$ cat src/rtl/seq_sub_pkg.sv
// seq_sub_pkg: shared parameters and state type
// for the slice-serial subtractor.
package seq_sub_pkg;

    localparam int WIDTH_DEF = 16;
    localparam int SLICE_DEF = 4;
    localparam int NSLICE    = WIDTH_DEF / SLICE_DEF;
    localparam int CNT_W     = (NSLICE > 1) ? $clog2(NSLICE) : 1;

    typedef enum logic [1:0] {
        IDLE,
        RUN,
        DONE
    } state_e;

endpackage

$ cat src/rtl/seq_sub_16_cla4_slice.sv
// cla4_slice: combinational 4-bit carry-lookahead adder
// with carries built as nand-of-nand sum-of-products.
module cla4_slice (
    input  logic [3:0] a_i,
    input  logic [3:0] b_i,
    input  logic       c_i,
    output logic [3:0] s_o,
    output logic       c_o,
    output logic       g_o,
    output logic       p_o
);

    logic [3:0] g;
    logic [3:0] p;
    logic [3:0] c;

    // bit generate/propagate and lookahead carries
    always_comb begin
        g    = a_i & b_i;
        p    = a_i ^ b_i;
        c[0] = c_i;
        c[1] = ~(~g[0] & ~(p[0] & c_i));
        c[2] = ~(~g[1]
               & ~(p[1] & g[0])
               & ~(p[1] & p[0] & c_i));
        c[3] = ~(~g[2]
               & ~(p[2] & g[1])
               & ~(p[2] & p[1] & g[0])
               & ~(p[2] & p[1] & p[0] & c_i));
        g_o  = ~(~g[3]
               & ~(p[3] & g[2])
               & ~(p[3] & p[2] & g[1])
               & ~(p[3] & p[2] & p[1] & g[0]));
        p_o  = &p;
        c_o  = ~(~g_o & ~(p_o & c_i));
        s_o  = p ^ c;
    end

endmodule

$ cat src/rtl/seq_sub_16.sv
// seq_sub_16: slice-serial subtractor, a - b - bin
// computed as a + ~b + ~bin, one 4-bit slice per cycle.
module seq_sub_16
    import seq_sub_pkg::*;
#(
    parameter int WIDTH = WIDTH_DEF,
    parameter int SLICE = SLICE_DEF
) (
    input  logic             clk,
    input  logic             rst,
    input  logic             in_valid,
    output logic             in_ready,
    input  logic [WIDTH-1:0] a,
    input  logic [WIDTH-1:0] b,
    input  logic             bin,
    output logic             out_valid,
    input  logic             out_ready,
    output logic [WIDTH-1:0] d,
    output logic             bout,
    output logic             ovf
);

    localparam int NS  = WIDTH / SLICE;
    localparam int CW  = (NS > 1) ? $clog2(NS) : 1;
    localparam int SH  = $clog2(SLICE);
    localparam int MSB = WIDTH - 1;

    localparam logic [CW-1:0] LAST = CW'(NS - 1);
    localparam logic [WIDTH-1:0] MASK =
        WIDTH'({SLICE{1'b1}});

    state_e           state_q, state_d;
    logic [WIDTH-1:0] a_q, a_d;
    logic [WIDTH-1:0] nb_q, nb_d;
    logic             c_q, c_d;
    logic [CW-1:0]    cnt_q, cnt_d;
    logic [WIDTH-1:0] res_q, res_d;
    logic             bout_q, bout_d;
    logic             ovf_q, ovf_d;

    logic [CW+SH-1:0] off;
    logic [SLICE-1:0] sl_a;
    logic [SLICE-1:0] sl_b;
    logic [SLICE-1:0] sl_s;
    logic             sl_co;
    logic             sl_g;
    logic             sl_p;
    logic             sl_c;

    // select the slice addressed by the counter
    always_comb begin
        off  = {cnt_q, {SH{1'b0}}};
        sl_a = SLICE'(a_q >> off);
        sl_b = SLICE'(nb_q >> off);
    end

    cla4_slice u_slice (
        .a_i (sl_a),
        .b_i (sl_b),
        .c_i (c_q),
        .s_o (sl_s),
        .c_o (sl_co),
        .g_o (sl_g),
        .p_o (sl_p)
    );

    // FSM next state and datapath next values
    always_comb begin
        state_d = state_q;
        a_d     = a_q;
        nb_d    = nb_q;
        c_d     = c_q;
        cnt_d   = cnt_q;
        res_d   = res_q;
        bout_d  = bout_q;
        ovf_d   = ovf_q;
        sl_c    = ~(~sl_g & ~(sl_p & c_q));
        unique case (state_q)
            IDLE: begin
                if (in_valid) begin
                    a_d     = a;
                    nb_d    = ~b;
                    c_d     = ~bin;
                    cnt_d   = '0;
                    res_d   = '0;
                    bout_d  = 1'b0;
                    ovf_d   = 1'b0;
                    state_d = RUN;
                end
            end
            RUN: begin
                res_d = (res_q & ~(MASK << off))
                      | (WIDTH'(sl_s) << off);
                c_d   = sl_c;
                cnt_d = cnt_q + 1'b1;
                if (cnt_q == LAST) begin
                    cnt_d   = '0;
                    bout_d  = ~sl_co;
                    ovf_d   = (a_q[MSB] == nb_q[MSB])
                            && (sl_s[SLICE-1] != a_q[MSB]);
                    state_d = DONE;
                end
            end
            DONE: begin
                if (out_ready) begin
                    res_d   = '0;
                    bout_d  = 1'b0;
                    ovf_d   = 1'b0;
                    c_d     = 1'b0;
                    cnt_d   = '0;
                    state_d = IDLE;
                end
            end
            default: begin
                state_d = IDLE;
            end
        endcase
    end

    // state and datapath registers, synchronous reset
    always_ff @(posedge clk) begin
        if (rst) begin
            state_q <= IDLE;
            a_q     <= '0;
            nb_q    <= '0;
            c_q     <= 1'b0;
            cnt_q   <= '0;
            res_q   <= '0;
            bout_q  <= 1'b0;
            ovf_q   <= 1'b0;
        end else begin
            state_q <= state_d;
            a_q     <= a_d;
            nb_q    <= nb_d;
            c_q     <= c_d;
            cnt_q   <= cnt_d;
            res_q   <= res_d;
            bout_q  <= bout_d;
            ovf_q   <= ovf_d;
        end
    end

    // outputs depend on registers only; the partial
    // result is hidden until the operation completes
    always_comb begin
        in_ready  = (state_q == IDLE);
        out_valid = (state_q == DONE);
        d         = out_valid ? res_q : '0;
        bout      = bout_q;
        ovf       = ovf_q;
    end

endmodule
$ cat config.mk
export PLATFORM = sky130hd
export DESIGN_NAME = seq_sub_16
export DESIGN_NICKNAME = d
export VERILOG_FILES = /design/src/rtl/seq_sub_pkg.sv /design/src/rtl/seq_sub_16_cla4_slice.sv /design/src/rtl/seq_sub_16.sv
export SDC_FILE = /design/constraint.sdc
export NUM_CORES = 1
export LEC_CHECK = 0
export ABC_AREA = 1
export BUFFER_PORTS_ARGS = -buffer_cell sky130_fd_sc_hd__buf_4
export CAP_MARGIN = 20
export CORE_ASPECT_RATIO = 0.9
export CORE_MARGIN = 2
export CORE_UTILIZATION = 56
export CTS_CLUSTER_SIZE = 10
export DETAILED_ROUTE_END_ITERATION = 8
export HOLD_SLACK_MARGIN = 0.1
export PLACE_DENSITY = 0.84
export SLEW_MARGIN = 20
export SYNTH_ARGS = -nofsm -noshare
export SYNTH_HDL_FRONTEND = slang
export SYNTH_HIERARCHICAL = 1
export SYNTH_SLANG_ARGS = --single-unit
$ cat constraint.sdc
create_clock -name clk -period 3.2 [get_ports clk]
set_clock_uncertainty 0.05 [all_clocks]
set_input_delay 0.32 -clock clk [delete_from_list [all_inputs] [get_ports clk]]
set_output_delay 0.32 -clock clk [all_outputs]
set_load 0.01 [all_outputs]
Yosys cells after proc, flatten, opt, wreduce, memory -nomap -nowiden
Cells that the tools add are included.
- output and inout port bits: 20
- flip-flop bits (word level): 55
- logic and storage cells: 99
- $add $sub $neg: 1
- equal/unequal tests: 8
- bitwise gates (word level): 51
- reduce and logical (&&, ||, !) cells: 8
- shift operators: 4
- multiplexer cells: 19
- operators by type and width (kind ; number):
    16-bit two-way mux ; 3
    16-bit one-hot mux with 3 select lines ; 1
    16-bit inverter ; 2
    16-bit by 4-bit >> shifter with 4-bit output ; 2
    1-bit bitwise AND ; 25
    1-bit inverter ; 19
    16-bit bitwise AND ; 1
    16-bit bitwise OR ; 1
    4-bit by 4-bit << shifter with 16-bit output ; 1
    4-bit by 4-bit << shifter with 16-bit output, first input constant ; 1
    2-bit one-hot mux with 3 select lines ; 2
    2-bit two-way mux ; 5
    1-bit one-hot mux with 3 select lines ; 3
    4-bit AND reduction ; 2
    4-bit bitwise XOR ; 2
    3-bit AND reduction ; 2
    1-bit two-way mux ; 5
    4-bit bitwise AND ; 1
    2-bit == test, second input constant ; 2
    2-bit inequality test, second input constant ; 2
    3-bit nonzero test ; 1
    2-bit by 1-bit adder with 2-bit output, second input constant ; 1
    2-bit by 1-bit == test with 1-bit output, second input constant ; 1
    2-bit logical NOT ; 1
    other kinds (5) ; 5

Logic depth before layout (Yosys ltp)
- depth after elaboration: 13
- gate-level depth with buffers: 18
- gate-level depth less buffers: 16

Modules after synthesis
The synthesis kept the hierarchy.
- modules (own cells, without submodules) (module ; sequential area each (µm²) ; cells an instance ; instances ; area each (µm²)):
    seq_sub_16 ; 1101.1 ; 398 ; 1 ; 2855.2
    cla4_slice ; 0.0 ; 37 ; 1 ; 212.7

Least setup slack after synthesis
No wires, ideal clock.
- kind: register to register
- from: reg cnt_q[0]
- to: reg res_q[13]
- stages on the path, launching flop included: 13
- data arrival time: 2.140 ns
- path slack: 0.940 ns
- library setup time: 0.070 ns
- path buffers: 2
- cell sequence: dfxtp_1 buf_4 inv_2 buf_2 nor2_1 o22ai_1 inv_1 fa_1 xnor2_1 nand3_1 a21oi_1 nand2_2 a21oi_2
- cells in the longest elaborated chain, start to end: 10
- elaborated cells on any way between the ends: 16
- classes of those cells: shift: 4; mux: 1; bitwise: 11
- RTL lines (what ; RTL line ; RTL):
    from (decl) ; seq_sub_16.sv:36 ; logic [CW-1:0] cnt_q, cnt_d;
    from (signal assigned) ; seq_sub_16.sv:136 ; cnt_q <= cnt_d;
    16-bit by 4-bit >> shifter with 4-bit output (*) ; seq_sub_16.sv:53 ; sl_a = SLICE'(a_q >> off);
    net sl_a[0] ; seq_sub_16.sv:42 ; logic [SLICE-1:0] sl_a;
    4-bit bitwise XOR ; seq_sub_16_cla4_slice.sv:20 ; p = a_i ^ b_i;
    1-bit bitwise AND ; seq_sub_16_cla4_slice.sv:22 ; c[1] = ~(~g[0] & ~(p[0] & c_i));
    1-bit inverter ; seq_sub_16_cla4_slice.sv:22 ;
    1-bit bitwise AND (*) ; seq_sub_16_cla4_slice.sv:22 ;
    1-bit inverter (*) ; seq_sub_16_cla4_slice.sv:22 ;
    4-bit bitwise XOR (*) ; seq_sub_16_cla4_slice.sv:36 ; s_o = p ^ c;
    net sl_s[1] ; seq_sub_16.sv:44 ; logic [SLICE-1:0] sl_s;
    4-bit by 4-bit << shifter with 16-bit output (*) ; seq_sub_16.sv:93 ; | (WIDTH'(sl_s) << off);
    16-bit bitwise OR (*) ; seq_sub_16.sv:93 ;
    16-bit one-hot mux with 3 select lines (*) ; seq_sub_16.sv:78 ; unique case (state_q)
    to (signal assigned) ; seq_sub_16.sv:137 ; res_q <= res_d;
    to (decl) ; seq_sub_16.sv:37 ; logic [WIDTH-1:0] res_q, res_d;
The timed path passes the listed nets; every way through them passes the cells marked *.
A chain may end at the register's enable or synchronous reset.

Final worst setup path
- from: reg cnt_q[1]
- to: reg res_q[13]
- cells in the longest elaborated chain, start to end: 10
- elaborated cells on any way between the ends: 16
- classes of those cells: shift: 4; mux: 1; bitwise: 11
- RTL lines (what ; RTL line ; RTL):
    16-bit by 4-bit >> shifter with 4-bit output (*) ; seq_sub_16.sv:54 ; sl_b = SLICE'(nb_q >> off);
    net sl_b[0] ; seq_sub_16.sv:43 ; logic [SLICE-1:0] sl_b;
    4-bit bitwise XOR ; seq_sub_16_cla4_slice.sv:20 ;
    1-bit bitwise AND ; seq_sub_16_cla4_slice.sv:22 ;
    1-bit inverter ; seq_sub_16_cla4_slice.sv:22 ;
    1-bit bitwise AND (*) ; seq_sub_16_cla4_slice.sv:22 ;
    1-bit inverter (*) ; seq_sub_16_cla4_slice.sv:22 ;
    4-bit bitwise XOR (*) ; seq_sub_16_cla4_slice.sv:36 ;
    net sl_s[1] ; seq_sub_16.sv:44 ;
    4-bit by 4-bit << shifter with 16-bit output (*) ; seq_sub_16.sv:93 ;
    16-bit bitwise OR (*) ; seq_sub_16.sv:93 ;
    16-bit one-hot mux with 3 select lines (*) ; seq_sub_16.sv:78 ;
Marked as above.

==> metrics.txt <==
Mapped Cells 435; number of global-route vias before repair 2712; I/O Buffers 56; Setup CP Type reg -> reg; Post-CTS Resized 0; H-tree depth 2; Unique masters post-synth 31; largest net degree at the start of global routing 48; worst skew pair latency 310 ps; hold_sp b[6]; Slew HR 0.477; deepest clock path buffer count 2; top_reg_cell synth dfxtp_1; Worst Hold Class in -> reg; dominant cell type by area after synthesis dfxtp_1; antenna violations before repair 0; CTS Root Cell clkbuf_8; Die Ht 74.2 µm; first-pass GRT wire length 12200 µm; Pleak 1.66 nW; WP data required 3400 ps; CTS Hold Bufs 0; Final Max Tran Viols 0; # nets final 527; GR Overflow Total 0; syn nets 487; Fillers 491; Final period util 0.837; total core area 5260 µm²; ANT cells 0; worst r2r src cnt_q[1]$_SDFFE_PP0P_; RSZ-0062 raised after global routing no; post-synth top area share 0.359; final hold vios 0; layout overhead on the synthesized area 14.2%; Vias/cell 5.43; Via Count 2948; number of synthesized flops with an enable pin 0; total track usage 0.252; Detailed Route Iter0 Violations 233; DIE AREA 6090 µm²; Max VDD drop 0.000494 V; ys async rst share 0; Critical Path AT 2880 ps; final setup violation count 0; synthesized cell area 3070 µm²; Max Cap Violations 0; Post-Syn Area per Cell 7.05 µm²; DRC violations left 0; register area share after synthesis 0.359; count leader, synth nand2_1; Worst Setup SP cnt_q[1]$_SDFFE_PP0P_; initial core utilization 0.584; Synth Warn # 6; Min Hold Slack 116 ps; Final min period 2680 ps; drt pass-1 iters 5; Setup crit end kind flop; Peak Freq 373 MHz; CP max FO 11; Post-CTS Setup Inserts 0; setup TNS 0 ps; Worst-path clk slew 100 ps; Post-synth top cells nand2_1 (88), nor2_1 (56), dfxtp_1 (55); DP Wirelength 5080 µm; FF+latch count, synth 55; num ports 57; final worst slack 521 ps; Slew @ Worst Pin 783 ps; share of cells above drive strength 1 0.206; CTS Buf Count 5; top post-synthesis cells by area dfxtp_1 (36%), nand2_1 (11%), o21ai_0 (8.3%), nor2_1 (6.9%), ha_1 (5.7%); Die Span X 82.0 µm; startpoint types flop; gpl congestion 1.01; # rows 25; CTS tree yes; Total Wirelength 7120 µm; # clock sinks 55; routed len/inst 13.1 µm; antenna-violating nets left 0; status complete, no violations; PwrDens 756 nW/µm²; pre-CTS setup slack 546 ps
placed cells by master (no fill, tap or decap), drive strengths merged:
master	netlist	final
nand2	97	97
buf	16	58
nand3	36	36
or2	1	1
fa	1	1
o22ai	8	8
nor2	58	58
a21oi	43	43
ha	14	14
nor3	2	2
clkinvlp	0	2
clkbuf	9	5
xnor2	1	1
o21ai	51	51
o21bai	1	1
dfxtp	55	55
nand4	1	1
inv	40	40
clkinv	1	2
power by group:
group / internal, mW / switching, mW / total, mW
combinational: 0.444 / 0.877 / 1.32
clock: 0.153 / 0.233 / 0.386
sequential: 0.838 / 0.105 / 0.943
state kept, by name (all words and copies together), names as in the netlist:
name,cells
ovf,1
bout,1
res_q,16
a_q,16
c_q,1
nb_q,16
cnt_q,2
state_q,2
critical path, cell delays in order (launching register included):
cell	delay, ps
dfxtp_1	530
buf_4	240
o21ai_0	120
o22ai_1	270
inv_1	100
fa_1	410
xnor2_1	380
nand3_1	140
a21oi_1	180
nand2_2	70
a21oi_2	120
through the flow:
step / cell area (µm²) / std cells / power [mW] / util
after global routing: 3500 / 543 / 2.87 / 0.667
after detailed placement: 3420 / 535 / 2.26 / 0.650
after global placement: 3420 / 535 / 2.22 / 0.650
after CTS: 3500 / 543 / 2.64 / 0.667
final: 3500 / 543 / 2.65 / 0.667
after floorplan: 3070 / 435 / 2.02 / -
routing by layer:
metal	vias to the layer above	part of all wire	GRT usage
met5	-	0	0
met4	0	0.015	0.0648
met3	13	0.069	0.0413
met2	117	0.46	0.407
met1	1337	0.46	0.352
li1	1481	-	-
cell families after synthesis:
| group | count (synthesis) | share of synthesized area |
|---|---|---|
| compound gates | 103 | 0.184 |
| xor+xnor | 1 | 0.00286 |
| fa+ha+maj | 15 | 0.0636 |
| buf+inv | 66 | 0.107 |
| flops | 55 | 0.359 |
| simple gates | 195 | 0.283 |
cell type report:
| type | count | area, µm² | share of cell area |
|---|---|---|---|
| clock buffer | 5 | 68.8 | 0.0196 |
| clock inverter | 3 | 20.0 | 0.00571 |
| inverter | 41 | 158 | 0.0450 |
| multi-input combinational | 314 | 1640 | 0.467 |
| sequential | 55 | 1100 | 0.314 |
| tap | 67 | 83.8 | 0.0239 |
| timing repair buffer | 58 | 435 | 0.124 |
worst paths after layout:
path	to	slack, ps	cells after the start
worst min register to register	res_q[7]$_SDFFE_PP0P_	440	2
worst max register to register	res_q[13]$_SDFFE_PP0P_	520	10
worst min-delay path	nb_q[6]$_SDFFE_PP0P_	120	2
worst max-delay path	res_q[13]$_SDFFE_PP0P_	520	10
No activity file was read; power rests on OpenSTA's default activity.
